## config.mk

```make
export PLATFORM = sky130hd
export DESIGN_NAME = gate_array
export DESIGN_NICKNAME = d
export VERILOG_FILES = /design/src/rtl/gate_array.sv
export SDC_FILE = /design/constraint.sdc
export NUM_CORES = 1
export LEC_CHECK = 0
export ABC_AREA = 0
export BUFFER_PORTS_ARGS = -buffer_cell sky130_fd_sc_hd__buf_2
export CORE_MARGIN = 2
export CORE_UTILIZATION = 55
export CTS_CLUSTER_DIAMETER = 150
export CTS_CLUSTER_SIZE = 14
export DETAILED_ROUTE_END_ITERATION = 10
export MAX_ROUTING_LAYER = met4
export PLACE_DENSITY = 0.79
export REMOVE_ABC_BUFFERS = 1
export SYNTH_ARGS = -nofsm -noshare
export SYNTH_HDL_FRONTEND = slang
export SYNTH_SLANG_ARGS = --single-unit
```

## constraint.sdc

```tcl
create_clock -name clk -period 9.6 [get_ports clk]
set_clock_uncertainty 0.1 [all_clocks]
set_input_delay 2.88 -clock clk [delete_from_list [all_inputs] [get_ports clk]]
set_output_delay 2.88 -clock clk [all_outputs]
set_load 0.02 [all_outputs]
```

## src/rtl/gate_array.sv

```systemverilog
// Registered bitwise gate unit with a one-entry valid/ready output register
// and a built-in sweep engine that self-checks all eight gates on all 2-input rows.
module gate_array #(
    parameter int WIDTH = 8
) (
    input  logic             clk,
    input  logic             rst,
    input  logic             in_valid,
    output logic             in_ready,
    input  logic [2:0]       op,
    input  logic [WIDTH-1:0] i1,
    input  logic [WIDTH-1:0] i2,
    output logic [WIDTH-1:0] o,
    output logic             out_valid,
    input  logic             out_ready,
    input  logic             sweep_start,
    output logic             sweep_busy,
    output logic             sweep_done,
    output logic [5:0]       sig,
    output logic             sweep_fail
);

    typedef enum logic [1:0] {
        IDLE  = 2'd0,
        SWEEP = 2'd1,
        DONE  = 2'd2
    } state_t;

    state_t           state;
    state_t           state_next;
    logic [4:0]       step;
    logic [2:0]       gate_op;
    logic [WIDTH-1:0] a;
    logic [WIDTH-1:0] b;
    logic [WIDTH-1:0] r;
    logic             start;
    logic             accept;
    logic             consume;

    // A sweep request in IDLE wins over a same-cycle operation.
    always_comb begin
        start    = (state == IDLE) && sweep_start;
        in_ready = (state == IDLE) && !sweep_start && (!out_valid || out_ready);
        accept   = in_valid && in_ready;
        consume  = out_valid && out_ready;
    end

    assign sweep_busy = (state == SWEEP);
    assign sweep_done = (state == DONE);

    // The sweep shares the gate datapath so it exercises the real logic.
    always_comb begin
        gate_op = op;
        a       = i1;
        b       = i2;
        if (state == SWEEP) begin
            gate_op = step[4:2];
            a       = {WIDTH{step[1]}};
            b       = {WIDTH{step[0]}};
        end
    end

    always_comb begin
        r = '0;
        case (gate_op)
            3'd0: r = a;
            3'd1: r = ~a;
            3'd2: r = a & b;
            3'd3: r = a | b;
            3'd4: r = ~(a | b);
            3'd5: r = ~(a & b);
            3'd6: r = a ^ b;
            3'd7: r = ~(a ^ b);
            default: r = '0;
        endcase
    end

    always_ff @(posedge clk or posedge rst) begin
        if (rst) state <= IDLE;
        else     state <= state_next;
    end

    always_comb begin
        state_next = state;
        case (state)
            IDLE:    if (start) state_next = SWEEP;
            SWEEP:   if (step == 5'd31) state_next = DONE;
            DONE:    state_next = IDLE;
            default: state_next = IDLE;
        endcase
    end

    always_ff @(posedge clk or posedge rst) begin
        if (rst) begin
            o         <= '0;
            out_valid <= 1'b0;
        end else if (accept) begin
            o         <= r;
            out_valid <= 1'b1;
        end else if (consume) begin
            out_valid <= 1'b0;
        end
    end

    // A correct gate always yields a result with every bit equal to bit 0.
    always_ff @(posedge clk or posedge rst) begin
        if (rst) begin
            step       <= '0;
            sig        <= '0;
            sweep_fail <= 1'b0;
        end else if (start) begin
            step       <= '0;
            sig        <= '0;
            sweep_fail <= 1'b0;
        end else if (state == SWEEP) begin
            step       <= step + 5'd1;
            sig        <= sig + {5'b0, r[0]};
            sweep_fail <= sweep_fail | (r != {WIDTH{r[0]}});
        end
    end

endmodule
```

# Word-level counts from Yosys, hierarchy flattened
# Index checks and enable logic that the tools add are counted.
[word_totals]
reg_bits = 23
input_bits = 24
wordCells = 57
[classes]
n_addsub = 2
eq_ne = 13
muxes = 15
n_bitwise = 8
n_reduce_logical = 13
[op_table]
columns = ["operator", "count"]
rows = [
  ["$pmux W8 S8", 1],
  ["$not A8 Y8", 4],
  ["$mux W8", 2],
  ["$eq A3 B3 Y1 const B", 4],
  ["$mux W6", 2],
  ["$mux W5", 2],
  ["$and A8 B8 Y8", 1],
  ["$or A8 B8 Y8", 1],
  ["$xor A8 B8 Y8", 1],
  ["$ne A7 B7 Y1", 1],
  ["$add A6 B1 Y6", 1],
  ["$eq A3 B2 Y1 const B", 2],
  ["$add A5 B1 Y5 const B", 1],
  ["$eq A5 B5 Y1 const B", 1],
  ["$logic_and A1 B1 Y1", 5],
  ["$mux W1", 4],
  ["$mux W2", 2],
  ["$pmux W2 S2", 1],
  ["$reduce_bool A2 Y1", 2],
  ["$eq A3 B1 Y1 const B", 1],
  ["$logic_not A3 Y1", 1],
  ["$mux W3", 1],
  ["$eq A2 B1 Y1 const B", 1],
  ["$eq A2 B2 Y1 const B", 1],
  ["7 further kinds", 8],
]

# Depth between registers and ports, before layout
# Gate-level depths: netlist (run 1).
[depth]
word_depth = 9
mapped_depth = 17
mapped_depth_nobuf = 15

# Least setup slack after synthesis (run 1)
# OpenSTA, ideal clock, no wires.
[synth_timing]
path_type = "input -> output"
startpoint = "in sweep_start"
endpoint = "out in_ready"
arrival_ps = 3621
path_slack_ps = 2999
cell_stages = 1
cell_sequence = "nor4_1"
[synth_between]
elab_chain_len = 3
[synth_lines]
columns = ["element", "line", "rtl"]
rows = [
  ["start: declaration", "16", "input logic sweep_start,"],
  ["$logic_not A1 Y1", "43", "in_ready = (state == IDLE) && !sweep_start && (!out_valid || out_ready);"],
  ["$logic_and A1 B1 Y1 (2 in series)", "43", ""],
  ["end: declaration", "9", "output logic in_ready,"],
]
# No other way between the ends.

# Worst setup path after layout (run 1)
# Ends and elaborated chain as after synthesis.

==> results of run 1 <==
## cells in the final DEF, fill, tap and decap left out, types with 2 or more instances in the layout
| master | netlist | final |
|---|---|---|
| nand2_1 | 50 | 50 |
| buf_2 | 2 | 42 |
| dfrtp_1 | 23 | 23 |
| inv_1 | 22 | 22 |
| o21ai_0 | 20 | 20 |
| ha_1 | 20 | 20 |
| a21oi_1 | 19 | 19 |
| nand3_1 | 13 | 13 |
| nor2_1 | 10 | 10 |
| o21ai_1 | 7 | 7 |
| a211oi_1 | 6 | 6 |
| a31oi_1 | 5 | 5 |
| and3_1 | 4 | 4 |
| nor2b_1 | 3 | 3 |
| nand2b_1 | 3 | 3 |
| a22oi_1 | 3 | 3 |
| and2_1 | 3 | 3 |
| o31ai_1 | 3 | 3 |
| a211o_1 | 3 | 3 |
| nor3_1 | 3 | 3 |
| clkbuf_8 | 0 | 3 |
| mux2_2 | 2 | 2 |
| and4bb_2 | 2 | 2 |
| mux2i_4 | 2 | 2 |
| a32o_1 | 2 | 2 |
| nor3b_1 | 2 | 2 |
| or3_1 | 2 | 2 |
| o2111ai_1 | 2 | 2 |
| nand4_1 | 2 | 2 |
## critical path: stages
cell and delay, ps:
buf_2 110, nor4_1 310, buf_2 230
## registers in the layout, summed over array words and instances (netlist names)
register,cells
step,5
out_valid,1
state,2
sig,6
sweep_fail,1
o,8
## kinds of logic (layout without fill, tap and decap cells)
| logic type | count (synthesis) | in the layout | share of synthesized area |
|---|---|---|---|
| AOI/OAI and AO/OA | 84 | 84 | 0.252 |
| adders and majority gates | 20 | 20 | 0.113 |
| buffers and inverters | 38 | 69 | 0.0805 |
| DFF | 23 | 23 | 0.259 |
| muxes | 7 | 7 | 0.0467 |
| and+or+nand+nor | 106 | 106 | 0.249 |
## final timing paths
kind / depth (start not counted) / end / slack [ps]
setup / recovery: 3 / in_ready / 3090
hold reg to reg: 2 / o[4] / 380
hold / removal: 2 / o[4] / 380
max in group asynchronous: 2 / sig[4] / 6210
min in group asynchronous: 2 / state[0] / 2670
setup reg to reg: 13 / sweep_fail / 5660
## area by class of cell
type | instances | area [sq um]
Inverter | 23 | 86.3
Fill cell | 365 | 1500
Clock buffer | 4 | 45.0
Sequential cell | 23 | 576
Tap cell | 50 | 62.6
Multi-Input combinational cell | 217 | 1470
Timing Repair Buffer | 42 | 210
## through the flow
step | hold WS (ps) | instances | worst slack (ps) | util | instance area [sq um]
after floorplan | 381 | 263 | 3000 | - | 2130
after global placement | 358 | 355 | 3140 | 0.609 | 2400
after detailed placement | 365 | 355 | 3100 | 0.609 | 2400
after CTS | 382 | 359 | 3090 | 0.621 | 2450
after global routing | 393 | 359 | 3070 | 0.621 | 2450
final | 375 | 359 | 3090 | 0.621 | 2450
## metal layers
layer  global-route usage  up-vias  share of wire
li1                     -     1061              -
met1                0.313      986           0.47
met2                0.395       76           0.46
met3               0.0350        8          0.059
met4                0.143        0          0.016
met5                    -        -              0
==> key figures, run 1 <==
Logic synthesis
  • Ranking of synthesized cells by area: dfrtp_1 26%, ha_1 11%, nand2_1 8.4%, o21ai_0 4.5%, a21oi_1 4.3%
  • Synth unique cells: 59
  • Number of synthesized flops with an enable pin: 0
  • Sequential area share after synthesis: 0.259
  • Leading area contributor after synthesis: dfrtp_1
  • Async S/R FF share, synth: 1.00
  • Mapped Area: 2220 sq um
  • Most used DFF post-synth: dfrtp_1
  • Yosys warnings: 0
  • Syn Area/Cell: 7.99 sq um
  • Syn Inst Count: 278
  • Post-synth top area share: 0.259
  • Yosys reg bits: 23
  • Most common cell in the synthesized netlist: nand2_1
  • Commonest cells post-synth: 50 x nand2_1, 23 x dfrtp_1, 22 x inv_1, 20 x ha_1, 20 x o21ai_0

Timing
  • Pins Over Slew Limit: 0
  • Final hold violations: 0
  • Max Fclk: 0.154 GHz
  • RSZ-0062 raised after global routing: no
  • Number of endpoints failing setup at the final stage: 0
  • Crit share post-route: 0.678
  • Tmin final: 6510 ps
  • Setup TNS: 0 ps
  • Worst-margin pin slew: 833 ps
  • Relative slew margins: 0.444

Floorplan
  • Die W: 67.6 microns
  • Starting Density: 0.564
  • # IOs: 43
  • FP Rows: 23
  • Placeable Area: 3940 sq um
  • Die ar.: 4560 sq um
  • Die Span Y: 67.6 microns

Detailed routing
  • Initial drt markers: 162
  • Drt first pass iters: 4
  • Total wire length: 5.31 mm
  • Final ANT Viol Nets: 0
  • Vias/cell: 5.94
  • Wire per inst: 14.8 microns
  • Drt drc: 0
  • Routed vias: 2131

Worst setup path
  • Beginning of the critical path: sweep_start
  • Crit end category: primary output
  • CP Class: input pin to primary output
  • Origin of the critical flop-to-flop path: state[1]
  • WP data required: 6620 ps
  • Worst path arrival time: 3530 ps
  • Crit Path Max Fanout: 3
  • Setup crit start kind: input pin

Global routing
  • Initial antenna violation count: 0
  • Grt total ovfl: 0
  • First-pass GRT wire length: 8.62 mm
  • Largest net degree at the start of global routing: 49
  • Number of global-route vias before repair: 1956
  • Gr usage total: 0.253

Clock network
  • Num CTS Buffers: 3
  • Clock Latency Late Sink: 260 ps
  • H-tree depth: 1
  • Hold_buf cts: 0
  • CTS max path bufs: 2
  • Setup bufs post-CTS: 0
  • CTS root buf: clkbuf_8
  • CTS tree: built
  • # clock sinks: 23
  • Worst-path clk slew: 70 ps
  • Post-cts resize count: 0

Final layout
  • Post-layout net count: 354
  • # diodes: 0
  • Area delta synth->final: 10.1%
  • Ratio of cells with drive above 1 in the final layout: 0.204

Place
  • Final RePlAce weighted congestion: 0.955
  • Post-DP HPWL: 3.92 mm
  • IO buf count: 42

Worst hold path
  • Min-delay src: o[4]
  • Class of the worst hold path: register to register

Outcome
  • Outcome: complete, no violations

Job
  • Max cap viols: 0
Power of run 1 is not shown: default switching activity piles up to over one toggle a cycle in this logic, so the estimate is an artifact.
==> inputs of run 2 (changes only) <==
==> constraint.sdc (replaced) <==
create_clock -name clk -period 6 [get_ports clk]
set_clock_uncertainty 0.1 [all_clocks]
set_input_delay 1.8 -clock clk [delete_from_list [all_inputs] [get_ports clk]]
set_output_delay 1.8 -clock clk [all_outputs]
set_load 0.02 [all_outputs]
==> run 2 against run 1 <==
Register-to-register slack lost 3600 ps. Core utilization unchanged. Non-clock buffer count unchanged. Flip-flop and latch count is the same. Clock-buffer cell count did not move. Critical path depth is the same. Cell area is the same. Wire length is essentially flat. Global-route usage fell by 0.31 points. Critical endpoint unchanged.
==> key figures, run 2 (same netlist as run 1, synthesis figures left out) <==
Clock network
  • CTS tree: built
  • Worst-path clk slew: 80 ps
  • CTS max path bufs: 2
  • Hold_buf cts: 0
  • Post-cts resize count: 0
  • Setup bufs post-CTS: 0
  • Num CTS Buffers: 3
  • H-tree depth: 1
  • CTS root buf: clkbuf_8
  • Clock Latency Late Sink: 260 ps
  • # clock sinks: 23

Detailed routing
  • Vias/cell: 5.84
  • Final ANT Viol Nets: 0
  • Initial drt markers: 234
  • Drt first pass iters: 4
  • Total wire length: 5.31 mm
  • Wire per inst: 14.8 microns
  • Routed vias: 2096
  • Drt drc: 0

Final layout
  • Max reg flops: 8
  • Final Non-Filler Cells: 359
  • Ratio of cells with drive above 1 in the final layout: 0.204
  • Fillers: 383
  • Area delta synth->final: 10.1%
  • Largest registers: o: 8 flops, sig: 6 flops, step: 5 flops
  • Multi-input logic area: 1470 sq um
  • Commonest non-fill, non-tap cell in the layout: nand2_1
  • # diodes: 0
  • Reg area: 576 sq um
  • Post-layout net count: 354
  • Commonest non-fill, non-tap cells in the layout: 50 x nand2_1, 42 x buf_2, 23 x dfrtp_1
  • Largest register by flop count: o

Worst hold path
  • Hold endpoint: o[6]
  • Min-delay src: o[6]
  • Class of the worst hold path: register to register
  • Hold depth: 2

Worst setup path
  • WP data required: 4100 ps
  • Setup crit start kind: input pin
  • CP Class: input pin to primary output
  • Reg2reg end: sweep_fail
  • Worst R2R Path Depth: 12
  • Crit end category: primary output
  • Crit Path Max Fanout: 3
  • Worst path arrival time: 2440 ps
  • Reg2Reg Setup Slack: 2070 ps
  • Origin of the critical flop-to-flop path: state[1]

Job
  • Max cap viols: 0

Place
  • Cells after DPL: 355
  • IO buf count: 42
  • Final RePlAce weighted congestion: 0.916
  • Post-DP HPWL: 3.89 mm

Floorplan
  • Placeable Area: 3940 sq um
  • Die ar.: 4560 sq um
  • FP Rows: 23
  • Starting Density: 0.564
  • # IOs: 43
  • Die W: 67.6 microns
  • Die Span Y: 67.6 microns

Global routing
  • Initial antenna violation count: 0
  • First-pass GRT wire length: 8.42 mm
  • Number of global-route vias before repair: 1813
  • Gr usage total: 0.250
  • Largest net degree at the start of global routing: 49
  • Grt total ovfl: 0

Timing
  • Crit share post-route: 0.723
  • Worst-margin pin slew: 836 ps
  • Tmin final: 4340 ps
  • Setup TNS: 0 ps
  • Pins Over Slew Limit: 0
  • RSZ-0062 raised after global routing: no
  • Number of endpoints failing setup at the final stage: 0
  • Final hold violations: 0
  • Max Fclk: 0.230 GHz
  • Hold slack: 379 ps
  • Relative slew margins: 0.442

Outcome
  • Outcome: complete, no violations
run 2: cell counts in the layout (fill, tap and decap cells not counted):
No cell type changed its count.
run 2: metrics by stage:
step                      utilization  setup slack (ps)  instance area (sq um)
after CTS                       0.621              1650                   2450
after global placement          0.609              1700                   2400
after floorplan                     -              1560                   2130
after global routing            0.621              1590                   2450
after detailed placement        0.609              1650                   2400
final                           0.621              1660                   2450
run 2: cell type report:
class,instances,area share
flip-flops and latches,23,0.235
repair buffers,42,0.0859
clock buffers,4,0.0184
inverters,23,0.0353
multi-input cells,217,0.600
well taps,50,0.0256
run 2: routing by layer:
metal / share of wire / wire (microns) / GRT usage
met2: 0.46 / 2440 / 0.398
met3: 0.058 / 306 / 0.0167
met5: 0 / 0 / -
met4: 0.018 / 98 / 0.110
met1: 0.46 / 2470 / 0.326
run 2: worst max-delay path by stage:
stage,start,end,slack [ps],cells after the start
5_1_grt,sweep_start,in_ready,1590,3
3_5_place_dp,sweep_start,in_ready,1650,3
6_report,sweep_start,in_ready,1660,3
2_1_floorplan,sweep_start,in_ready,1560,1
4_1_cts,sweep_start,in_ready,1650,3
3_3_place_gp,sweep_start,in_ready,1700,3
run 2: worst max-delay path, cell delays in order:
cell and delay [ps]:
buf_2 120, nor4_1 290, buf_2 230
Power of run 2 is left out for the same reason.
==> inputs of run 3 (changes only) <==
--- a/config.mk
+++ b/config.mk
@@ -5,15 +5,15 @@
 export SDC_FILE = /design/constraint.sdc
 export NUM_CORES = 1
 export LEC_CHECK = 0
-export ABC_AREA = 0
+export ABC_AREA = 1
 export BUFFER_PORTS_ARGS = -buffer_cell sky130_fd_sc_hd__buf_2
 export CORE_MARGIN = 2
-export CORE_UTILIZATION = 55
+export CORE_UTILIZATION = 52
 export CTS_CLUSTER_DIAMETER = 150
 export CTS_CLUSTER_SIZE = 14
 export DETAILED_ROUTE_END_ITERATION = 10
 export MAX_ROUTING_LAYER = met4
-export PLACE_DENSITY = 0.79
+export PLACE_DENSITY = 0.78
 export REMOVE_ABC_BUFFERS = 1
 export SYNTH_ARGS = -nofsm -noshare
 export SYNTH_HDL_FRONTEND = slang
==> constraint.sdc (replaced) <==
create_clock -name clk -period 3.8 [get_ports clk]
set_clock_uncertainty 0.1 [all_clocks]
set_input_delay 1.14 -clock clk [delete_from_list [all_inputs] [get_ports clk]]
set_output_delay 1.14 -clock clk [all_outputs]
set_load 0.02 [all_outputs]
==> run 3 against run 2 <==
Global-route usage up 1.5 points. Die area up 20%. Highest routed layer unchanged. Cell area up 15%.
==> key figures, run 3 <==
Detailed routing
  • Uppermost layer routed: met4
  • WL met2: 3.04 mm
  • Vias/cell: 5.41
  • Initial drt markers: 340
  • Total wire length: 6.71 mm
  • Met1 WL: 3.13 mm
  • Wire per inst: 13.0 microns
  • Final ANT Viol Nets: 0
  • WL met3: 423 microns
  • Routed vias: 2802
  • Drt first pass iters: 6
  • Drt drc: 0

Worst setup path
  • Crit Path Max Fanout: 20
  • Worst R2R Path Depth: 16
  • Slowest cell on crit path: dfrtp_1
  • Slowest cell delay on critical path: 560 ps
  • Crit path buffers/inverters: 4
  • Delay-heaviest family, CP: simple AND/OR/NAND/NOR gates
  • Crit path cell chain: nand2_4 > inv_2 > nand2_1 > o21ai_0 > inv_1 > ha_1 > inv_1 > nand4_1 > nand2_1 > nor2_1 > a21oi_2 > ha_1 > ha_1 > nand4_1 > o21ai_0 > inv_1
  • Origin of the critical flop-to-flop path: state[0]
  • Reg2reg end: sig[4]
  • Setup crit start kind: register
  • Worst path arrival time: 3140 ps
  • WP data required: 3870 ps
  • Crit path depth: 16
  • CP Class: register to register
  • Crit end category: register
  • Reg2Reg Setup Slack: 730 ps

Final layout
  • Ratio of cells with drive above 1 in the final layout: 0.151
  • Commonest non-fill, non-tap cell in the layout: nand2_1
  • Post-layout net count: 496
  • Max reg flops: 8
  • Largest register by flop count: o
  • Largest registers: o: 8 flops, sig: 6 flops, step: 5 flops
  • # diodes: 0
  • Fillers: 494
  • Area delta synth->final: 10.0%
  • Commonest non-fill, non-tap cells in the layout: 124 x nand2_1, 64 x inv_1, 44 x nor2_1

Logic synthesis
  • Async S/R FF share, synth: 1.00
  • Post-synth top area share: 0.226
  • Syn Area/Cell: 6.10 sq um
  • Mapped Area: 2550 sq um
  • Yosys reg bits: 23
  • Syn Inst Count: 418
  • Sequential area share after synthesis: 0.226
  • Number of synthesized flops with an enable pin: 0
  • Synth unique cells: 28
  • Ranking of synthesized cells by area: dfrtp_1 23%, nand2_1 18%, ha_1 9.8%, inv_1 9.4%, nand4_1 9.1%
  • Yosys warnings: 0
  • Most common cell in the synthesized netlist: nand2_1
  • Commonest cells post-synth: 124 x nand2_1, 64 x inv_1, 44 x nor2_1, 37 x nand4_1, 34 x o21ai_0
  • Most used DFF post-synth: dfrtp_1
  • Leading area contributor after synthesis: dfrtp_1

Timing
  • Max Fclk: 0.326 GHz
  • Setup TNS: 0 ps
  • Crit share post-route: 0.807
  • Number of endpoints failing setup at the final stage: 0
  • Tmin final: 3070 ps
  • Worst-margin pin slew: 934 ps
  • Relative slew margins: 0.377
  • Final hold violations: 0
  • RSZ-0062 raised after global routing: no
  • Pins Over Slew Limit: 0

Floorplan
  • Placeable Area: 4720 sq um
  • Die W: 74.0 microns
  • Starting Density: 0.540
  • Die Span Y: 74.0 microns
  • FP Rows: 25
  • # IOs: 43
  • Die ar.: 5480 sq um

Worst hold path
  • Class of the worst hold path: register to register
  • Min-delay src: o[7]
  • Hold endpoint: o[7]
  • Hold depth: 2

Clock network
  • Post-cts resize count: 0
  • # clock sinks: 23
  • Setup bufs post-CTS: 0
  • H-tree depth: 1
  • Hold_buf cts: 0
  • Clock Latency Late Sink: 270 ps
  • Worst-path clk slew: 80 ps
  • CTS root buf: clkbuf_8
  • CTS tree: built
  • CTS max path bufs: 2
  • Num CTS Buffers: 3

Global routing
  • Largest net degree at the start of global routing: 28
  • Initial antenna violation count: 0
  • Gr usage total: 0.265
  • Grt total ovfl: 0
  • Number of global-route vias before repair: 2381
  • First-pass GRT wire length: 11.1 mm

Place
  • Post-DP HPWL: 4.90 mm
  • Final RePlAce weighted congestion: 0.912
  • IO buf count: 42

Outcome
  • Outcome: complete, no violations

Job
  • Max cap viols: 0
[run 3: cells by family after synthesis]
kind of cell	share of synthesized area
AOI/OAI and AO/OA	0.105
adders and majority gates	0.0981
buffers and inverters	0.144
DFF	0.226
and+or+nand+nor	0.427
[run 3: worst max path at each step]
| stage | from | to |
|---|---|---|
| floorplan | sweep_start | in_ready |
| global placement | i2[0] | sig[4] |
| detailed placement | i1[0] | sig[4] |
| CTS | state[0] | sig[5] |
| global route | state[0] | sig[5] |
| finish | state[0] | sig[4] |
[run 3: layout make-up]
cell class                      instances  area [sq um]  area share
Multi-Input combinational cell        311          1610       0.573
Sequential cell                        23           576       0.205
Clock inverter                          1          5.00     0.00178
Tap cell                               67          83.8      0.0299
Timing Repair Buffer                   46           240      0.0856
Inverter                               67           251      0.0897
Clock buffer                            3          41.3      0.0147
[run 3: stage by stage]
stage | std cells | instance area [sq um] | setup WS, ps | hold WS, ps | utilization
finish | 518 | 2810 | 732 | 382 | 0.594
floorplan | 401 | 2430 | 680 | 362 | -
global placement | 514 | 2760 | 624 | 361 | 0.584
detailed placement | 514 | 2760 | 567 | 368 | 0.584
CTS | 518 | 2810 | 707 | 389 | 0.594
global route | 518 | 2810 | 376 | 426 | 0.594
[run 3: worst reg2reg max path, delay by kind of cell (launching register included)]
family | cells | cell delay (ps)
and+or+nand+nor | 6 | 820
adders and majority gates | 3 | 680
DFF | 1 | 560
AOI/OAI and AO/OA | 3 | 520
buffers and inverters | 4 | 280
[run 3: routing by layer]
metal | up-vias | global-route usage
li1 | 1413 | -
met1 | 1263 | 0.367
met2 | 115 | 0.407
met3 | 11 | 0.0352
met4 | 0 | 0.0727
met5 | - | -
Power of run 3 is left out for the same reason.
